[src/rtl/sap_pkg.sv]
// Shared SAP-1 control definitions: opcodes, T-states, control-word bits and words.
package sap_pkg;

  localparam int unsigned STATE_W = 6;
  localparam int unsigned OP_W    = 4;
  localparam int unsigned CON_W   = 12;

  // One-hot T-states as produced by ring_counter (bit0 = T1).
  typedef enum logic [STATE_W-1:0] {
    T1 = 6'b000001,
    T2 = 6'b000010,
    T3 = 6'b000100,
    T4 = 6'b001000,
    T5 = 6'b010000,
    T6 = 6'b100000
  } tstate_e;

  // Instruction-register opcodes; anything else decodes as NOP.
  localparam logic [OP_W-1:0] OP_LDA = 4'h0;
  localparam logic [OP_W-1:0] OP_ADD = 4'h1;
  localparam logic [OP_W-1:0] OP_SUB = 4'h2;
  localparam logic [OP_W-1:0] OP_OUT = 4'hE;
  localparam logic [OP_W-1:0] OP_HLT = 4'hF;

  // Bit positions inside the control word {Cp,Ep,Lm_n,CE_n,Li_n,Ei_n,La_n,Ea,Su,Eu,Lb_n,Lo_n}.
  localparam int unsigned CON_CP   = 11;
  localparam int unsigned CON_EP   = 10;
  localparam int unsigned CON_LM_N = 9;
  localparam int unsigned CON_CE_N = 8;
  localparam int unsigned CON_LI_N = 7;
  localparam int unsigned CON_EI_N = 6;
  localparam int unsigned CON_LA_N = 5;
  localparam int unsigned CON_EA   = 4;
  localparam int unsigned CON_SU   = 3;
  localparam int unsigned CON_EU   = 2;
  localparam int unsigned CON_LB_N = 1;
  localparam int unsigned CON_LO_N = 0;

  // Named control words (active-low loads/enables parked high in idle).
  localparam logic [CON_W-1:0] CW_IDLE    = 12'h3E3;
  localparam logic [CON_W-1:0] CW_FETCH1  = 12'h5E3; // Ep, Lm
  localparam logic [CON_W-1:0] CW_FETCH2  = 12'hBE3; // Cp
  localparam logic [CON_W-1:0] CW_FETCH3  = 12'h263; // CE, Li
  localparam logic [CON_W-1:0] CW_IR_MAR  = 12'h1A3; // Lm, Ei
  localparam logic [CON_W-1:0] CW_LDA_T5  = 12'h2C3; // CE, La
  localparam logic [CON_W-1:0] CW_ALU_T5  = 12'h2E1; // CE, Lb
  localparam logic [CON_W-1:0] CW_ADD_T6  = 12'h3C7; // La, Eu
  localparam logic [CON_W-1:0] CW_SUB_T6  = 12'h3CF; // La, Eu, Su
  localparam logic [CON_W-1:0] CW_OUT_T4  = 12'h3F2; // Ea, Lo

  // Ring successor of a T-state; anything unexpected restarts at T1.
  function automatic tstate_e next_phase(input tstate_e cur);
    case (cur)
      T1:      return T2;
      T2:      return T3;
      T3:      return T4;
      T4:      return T5;
      T5:      return T6;
      default: return T1;
    endcase
  endfunction

endpackage

[src/rtl/con_rom.sv]
// Combinational microcode table: T-state + opcode -> control word.
module con_rom
  import sap_pkg::*;
(
  input  logic [STATE_W-1:0] phase_i,
  input  logic [OP_W-1:0]    opcode_i,
  input  logic               idle_i,
  output logic [CON_W-1:0]   con_o
);

  // Word lookup; idle, non-one-hot or unknown phase parks on the idle word.
  always_comb begin
    con_o = CW_IDLE;
    if (!idle_i) begin
      case (phase_i)
        T1: con_o = CW_FETCH1;
        T2: con_o = CW_FETCH2;
        T3: con_o = CW_FETCH3;
        T4: begin
          case (opcode_i)
            OP_LDA, OP_ADD, OP_SUB: con_o = CW_IR_MAR;
            OP_OUT:                 con_o = CW_OUT_T4;
            default:                con_o = CW_IDLE;
          endcase
        end
        T5: begin
          case (opcode_i)
            OP_LDA:         con_o = CW_LDA_T5;
            OP_ADD, OP_SUB: con_o = CW_ALU_T5;
            default:        con_o = CW_IDLE;
          endcase
        end
        T6: begin
          case (opcode_i)
            OP_ADD:  con_o = CW_ADD_T6;
            OP_SUB:  con_o = CW_SUB_T6;
            default: con_o = CW_IDLE;
          endcase
        end
        default: con_o = CW_IDLE;
      endcase
    end
  end

endmodule

[src/rtl/control_sequencer.sv]
// SAP-1 control sequencer: microcode word output plus halt, ring-error and retire tracking.
module control_sequencer
  import sap_pkg::*;
#(
  parameter int unsigned CNT_W = 8
) (
  input  logic               clk,
  input  logic               clr_n,
  input  logic [STATE_W-1:0] state,
  input  logic [OP_W-1:0]    opcode,
  output logic [CON_W-1:0]   con,
  output logic               hlt,
  output logic               err,
  output logic [CNT_W-1:0]   instr_cnt
);

  logic             hlt_q, hlt_d;
  logic             err_q, err_d;
  tstate_e          phase_q, phase_d;
  logic [CNT_W-1:0] cnt_q, cnt_d;
  logic             halt_hit;
  logic             mismatch;

  // Control word straight from the current inputs; halt or error forces idle.
  con_rom u_con_rom (
    .phase_i  (state),
    .opcode_i (opcode),
    .idle_i   (hlt_q | err_q),
    .con_o    (con)
  );

  // Next-state: halt wins over a same-edge mismatch; error freezes phase and count.
  always_comb begin
    hlt_d    = hlt_q;
    err_d    = err_q;
    phase_d  = phase_q;
    cnt_d    = cnt_q;
    halt_hit = (state == T4) && (opcode == OP_HLT);
    mismatch = (state != phase_q);
    if (!hlt_q) begin
      if (halt_hit) begin
        hlt_d = 1'b1;
      end else if (mismatch) begin
        err_d = 1'b1;
      end
      if (!err_q) begin
        phase_d = next_phase(phase_q);
        if (state == T6) begin
          cnt_d = cnt_q + CNT_W'(1);
        end
      end
    end
  end

  // State registers with synchronous active-low clear taking priority.
  always_ff @(posedge clk) begin
    if (!clr_n) begin
      hlt_q   <= 1'b0;
      err_q   <= 1'b0;
      phase_q <= T1;
      cnt_q   <= '0;
    end else begin
      hlt_q   <= hlt_d;
      err_q   <= err_d;
      phase_q <= phase_d;
      cnt_q   <= cnt_d;
    end
  end

  assign hlt       = hlt_q;
  assign err       = err_q;
  assign instr_cnt = cnt_q;

endmodule

[config.mk]
export PLATFORM = sky130hd
export DESIGN_NAME = control_sequencer
export DESIGN_NICKNAME = d
export VERILOG_FILES = /design/src/rtl/sap_pkg.sv /design/src/rtl/con_rom.sv /design/src/rtl/control_sequencer.sv
export SDC_FILE = /design/constraint.sdc
export NUM_CORES = 1
export LEC_CHECK = 0
export ABC_CLOCK_PERIOD_IN_PS = 2000
export BUFFER_PORTS_ARGS = -buffer_cell sky130_fd_sc_hd__clkbuf_2
export CORE_AREA = 2 2 52 54
export DETAILED_ROUTE_END_ITERATION = 6
export DIE_AREA = 0 0 54 56
export PLACE_DENSITY = 0.82
export SYNTH_ARGS = -nofsm -noshare
export SYNTH_HDL_FRONTEND = slang
export SYNTH_SLANG_ARGS = --single-unit
[constraint.sdc]
create_clock -name clk -period 2 [get_ports clk]
set_input_delay 0.2 -clock clk [delete_from_list [all_inputs] [get_ports clk]]
set_output_delay 0.2 -clock clk [all_outputs]
set_load 0.005 [all_outputs]
==> flow_summary.ini, run 1 <==
[timing]
setup-violations-final = 11
fin_ws_ns = -0.1643
period_share_pct = 108.2
relSlewSlack_pct = 65.88
fin_worst_skew_ns = 0.004239
final.min_clock_period_ns = 2.164
rsz0062_at_grt = yes
drv_slew = 0
tightest_slew_ns = 0.5112
hold_viol_final = 0
max_freq_mhz = 462.0

[clock_network]
cts_tree = done
cts_max_path_buffers = 2
root_buffer = clkbuf_4
htreeDepth = 1
clk_pin_slew_ns = 0.08
clock-sinks = 16
cts_hold_buf = 0
clock_latency_ns = 0.28
cts_buffers = 3

[synthesis]
ys_seq_area_share_pct = 31.37
synth_area_per_cell_sq_um = 7.794
synthesis.area_sq_um = 1021
syn_inst = 131
yosys_warnings = 0
synth_cell_types = 37
synth_top_area_share_pct = 31.37
syn_nets = 144
synth_area_leaders = dfxtp_1 31%, a21oi_1 4.9%, nor4_1 4.3%
synth_top_area_cell = dfxtp_1
ys.flop_type = dfxtp_1
synth_edf_count = 0
synthArstFlopShare_pct = 0
ys_ff_latch = 16

[global_route]
track_usage_pct = 18.99
antenna_found_initial = 0
grt_first_pass_wirelength_um = 4485
globalRoute.totalOverflow = 0
grt_pass1_vias = 1006
grt_max_degree = 16

[layout]
drive_gt1_share_pct = 37.72
area_growth_pct = 35.42
fin_area_sq_um = 1383
final_nets = 182
diodes = 0

[run_status]
status = finished with violations
violations = setup timing

[flow_run]
maxCapViolCount = 0

[placed_design]
post_dp_cell_area_sq_um = 1252
globalplace.congestion = 0.8344
hpwlAfterDp_um = 1906
port_buffers = 33
pre_cts_ws_ns = -0.1620

[route]
drtIter0Drc = 18
first_pass_iters = 4
wirelength_um = 2781
viasPerCell = 5.711
antenna_left = 0
vias = 1125
drc = 0
wire_per_inst_um = 14.12

[die]
die_y_um = 56
io_pins = 34
initial_core_util_pct = 41.98
die_x_um = 54
dieArea_sq_um = 3024
fp.coreArea_sq_um = 2432
fp-row-count = 18

[worst_setup_path]
cp_top_family = simple AND/OR/NAND/NOR gates
crit_type = reg2out
crit_path_max_incr_delay_ns = 0.52
crit_path_start_kind = register
crit_path_end_kind = output port
cp_max_fo = 3
critPathSlowestCell = or4_4
path_cells = or4_4 > or2_4 > or4b_4 > clkbuf_2
crit_buf_inv = 1
cp.arrival_ns = 1.96
cp_data_required_time_ns = 1.80

[power_and_ir_drop]
ir_worst_vdd_v = 0.0003221
power.leakage_uw = 0.0005384
p_per_area_nw_per_um2 = 432.2

[min_path]
min_path_type = in2reg
sequential cells by signal, indices dropped and copies added, names as in the netlist:
name,cells
phase_q,6
instr_cnt,8
err,1
hlt,1
cell families (layout without fill, tap and decap cells):
kind of cell	Yosys count	count (layout)	share of synthesized area, %
buf+inv	13	49	4.901
xor+xnor	9	9	7.720
fa+ha+maj	1	1	1.225
simple gates	67	67	39.83
compound gates	24	24	13.97
mux	1	1	0.9804
flops	16	16	31.37
layout by cell type (no fill, tap or decap), types with 2 or more instances in the layout:
cell / instances
clkbuf_2: 31
dfxtp_1: 14
nand2_1: 10
nor2_1: 8
a21oi_1: 7
buf_4: 6
xnor2_1: 5
nand3b_1: 5
nand2b_1: 4
nor4_1: 4
o21ai_1: 4
nand3_1: 4
xor2_1: 4
buf_6: 4
or4_4: 3
nor4_4: 3
nor4b_1: 3
inv_1: 3
o31ai_1: 3
nor3_1: 3
a21oi_2: 3
clkbuf_4: 3
and4b_1: 2
o21ai_0: 2
nand4_1: 2
or4_1: 2
or3_1: 2
or3_4: 2
dfxtp_2: 2
buf_2: 2
metrics by stage:
stage               utilization (%)  hold WS, ns  TNS [ns]  std cells  total power [uW]
finish                        56.84       0.1080   -0.9215        197             597.5
global route                  56.84       0.1144    -1.435        197             630.1
CTS                           55.66       0.1028    -1.217        198             599.7
detailed placement            51.49       0.3926    -1.030        191             433.7
global placement              51.49       0.3885   -0.7043        191             430.9
floorplan                         -       0.2889   -0.1122        131             397.4
worst paths after layout:
path	slack, ns	start	cells after the start	endpoint
worst max register to register	-0.12	hlt	5	instr_cnt[4]
worst min register to register	0.50	instr_cnt[7]	2	instr_cnt[7]
worst max-delay path	-0.16	hlt	4	con[7]
worst min-delay path	0.11	clr_n	2	phase_q[0]
area by class of cell:
class	instances	area (sq um)
inverters	3	11.26
multi-input cells	102	733.2
flip-flops and latches	16	322.8
well taps	30	37.54
repair buffers	43	255.2
clock buffers	3	22.52
fillers	217	1050
synthesized netlist by cell type, types with 2 or more instances:
library cell	count
nor2b_1	2
nor2_1	8
or4_1	4
nand3b_1	5
o31ai_1	3
nand2b_1	4
nor4b_1	3
a21oi_1	10
and4b_1	2
nor4_1	7
nand4_1	2
xor2_1	4
nor3_1	3
or3_1	4
nand2_1	10
clkbuf_1	9
xnor2_1	5
dfxtp_1	16
inv_1	3
or2_2	2
o21ai_0	6
nand3_1	4
power breakdown:
part           switching, uW  internal, uW  total [uW]
registers               10.9           324         335
clock network           90.9          69.7         161
logic                   57.1          44.9         102
routing by layer:
layer | global-route usage, % | wire length, um | vias to the layer above
met5 | 0 | 0 | -
met2 | 28.22 | 1347 | 61
met4 | 10.00 | 51 | 0
li1 | - | - | 555
met3 | 3.226 | 198 | 6
met1 | 25.58 | 1183 | 503
timing repair:
item                                    4_1_cts  5_1_grt
resized for setup                            14       13
pin swaps                                    11        6
endpoints found under the setup margin       13       16
setup buffers                                 3        1
gates cloned                                  1        0
Power figures use the tool's default switching activity.
==> inputs of run 2 (changes only) <==
CORE_AREA = 2 2 62 64   (was 2 2 52 54)
DIE_AREA = 0 0 64 66   (was 0 0 54 56)
PLACE_DENSITY = 0.63   (was 0.82)
==> run 2 against run 1 <==
Effect of this change:
- the run still ends with setup timing left
- wire length fell by 2.9%
- global-route usage fell by 5.3 points
- cell area rose by 2.5%
- clock power barely moved
- non-clock buffer count did not move
- largest power group unchanged
- critical endpoint unchanged
==> flow_summary.ini, run 2 (synthesis gave the netlist of run 1 again) <==
[global_route]
grt_max_degree = 16
grt_first_pass_wirelength_um = 4629
track_usage_pct = 13.71
antenna_found_initial = 0
grt_pass1_vias = 1061
globalRoute.totalOverflow = 0

[die]
dieArea_sq_um = 4224
fp.coreArea_sq_um = 3551
fp-row-count = 22
initial_core_util_pct = 28.75
io_pins = 34
die_x_um = 64
die_y_um = 66

[timing]
fin_ws_ns = -0.1824
drv_slew = 0
period_share_pct = 109.1
relSlewSlack_pct = 63.38
rsz0062_at_grt = yes
setup-violations-final = 11
fin_worst_skew_ns = 0.001672
tightest_slew_ns = 0.5487
fin_tns_setup_ns = -1.067
hold_viol_final = 0
final.min_clock_period_ns = 2.182
max_freq_mhz = 458.2

[route]
drc = 0
drtIter0Drc = 35
first_pass_iters = 4
viasPerCell = 5.093
wirelength_um = 2701
antenna_left = 0
wire_per_inst_um = 12.56
vias = 1095

[placed_design]
pre_cts_ws_ns = -0.1616
hpwlAfterDp_um = 1959
post_dp_cell_area_sq_um = 1282
globalplace.congestion = 0.7655
port_buffers = 33

[clock_network]
cts_hold_buf = 0
htreeDepth = 1
clock_latency_ns = 0.28
root_buffer = clkbuf_4
cts_tree = done
cts_buffers = 3
cts_max_path_buffers = 2
clock-sinks = 16
clk_pin_slew_ns = 0.09

[worst_setup_path]
crit_path_start_kind = register
crit_type = reg2out
cp_data_required_time_ns = 1.80
cp_max_fo = 3
cp.arrival_ns = 1.98
crit_path_end_kind = output port

[flow_run]
maxCapViolCount = 0

[layout]
final_nets = 182
diodes = 0
regArea_sq_um = 322.8
largest_reg_flops = 8
drive_gt1_share_pct = 41.32
final_common_cell = clkbuf_2
fin_util_pct = 39.92
fill_cells = 377
most-common-layout-cells = 31 x clkbuf_2, 14 x dfxtp_1, 10 x nand2_1
multi_input_area_sq_um = 749.5
area_growth_pct = 38.85
fin_area_sq_um = 1418

[power_and_ir_drop]
p_per_area_nw_per_um2 = 423.8
power.leakage_uw = 0.0005379
ir_worst_vdd_v = 0.0003035

[min_path]
min_path_type = in2reg

[run_status]
violations = setup timing
status = finished with violations
run 2: cell counts in the layout (fill, tap and decap cells not counted):
Identical to the previous run, type by type.
run 2: worst max-delay path, stage by stage, from the launching register on:
cell and delay (ns):
dfxtp_2 0.33, or4_4 0.52, or2_4 0.25, or4b_4 0.47, clkbuf_2 0.12
run 2: worst paths after layout:
kind                 from            to  slack (ns)  cells after the start
max reg2reg           err  instr_cnt[4]       -0.12                      5
min                 clr_n    phase_q[0]        0.10                      2
max                   err        con[7]       -0.18                      4
min reg2reg  instr_cnt[7]  instr_cnt[7]        0.50                      2
run 2: repair_timing:
| item | 4_1_cts | 5_1_grt |
|---|---|---|
| hold endpoints to repair | 0 | 0 |
| cloned | 1 | 0 |
| setup buffers | 2 | 1 |
| endpoints found under the setup margin | 13 | 16 |
| gates resized for setup | 11 | 18 |
| pin swaps | 10 | 2 |
run 2: per-stage QoR:
| step | total power, uW | std cells | hold WS [ns] |
|---|---|---|---|
| floorplan | 397.4 | 131 | 0.2889 |
| CTS | 608.2 | 216 | 0.09785 |
| detailed placement | 436.4 | 210 | 0.4016 |
| global placement | 435.3 | 210 | 0.3919 |
| global route | 634.4 | 215 | 0.1141 |
| finish | 600.8 | 215 | 0.1023 |
run 2: cell type report:
class | instances | area share (%)
Clock buffer | 3 | 1.589
Inverter | 3 | 0.7944
Multi-Input combinational cell | 102 | 52.87
Sequential cell | 16 | 22.77
Tap cell | 48 | 4.237
Timing Repair Buffer | 43 | 17.74
run 2: layer usage:
metal | vias to the layer above | global-route usage, % | part of all wire, %
met5 | - | 0 | 0
met4 | 0 | 4.891 | 1.2
met3 | 2 | 2.215 | 4.3
met2 | 32 | 25.52 | 49
met1 | 506 | 15.69 | 45
li1 | 555 | - | -
run 2: power by group:
group	internal, uW	switching [uW]	total [uW]
Sequential	324	11.4	335
Combinational	45.9	55.2	101
Clock	69.8	94.5	164
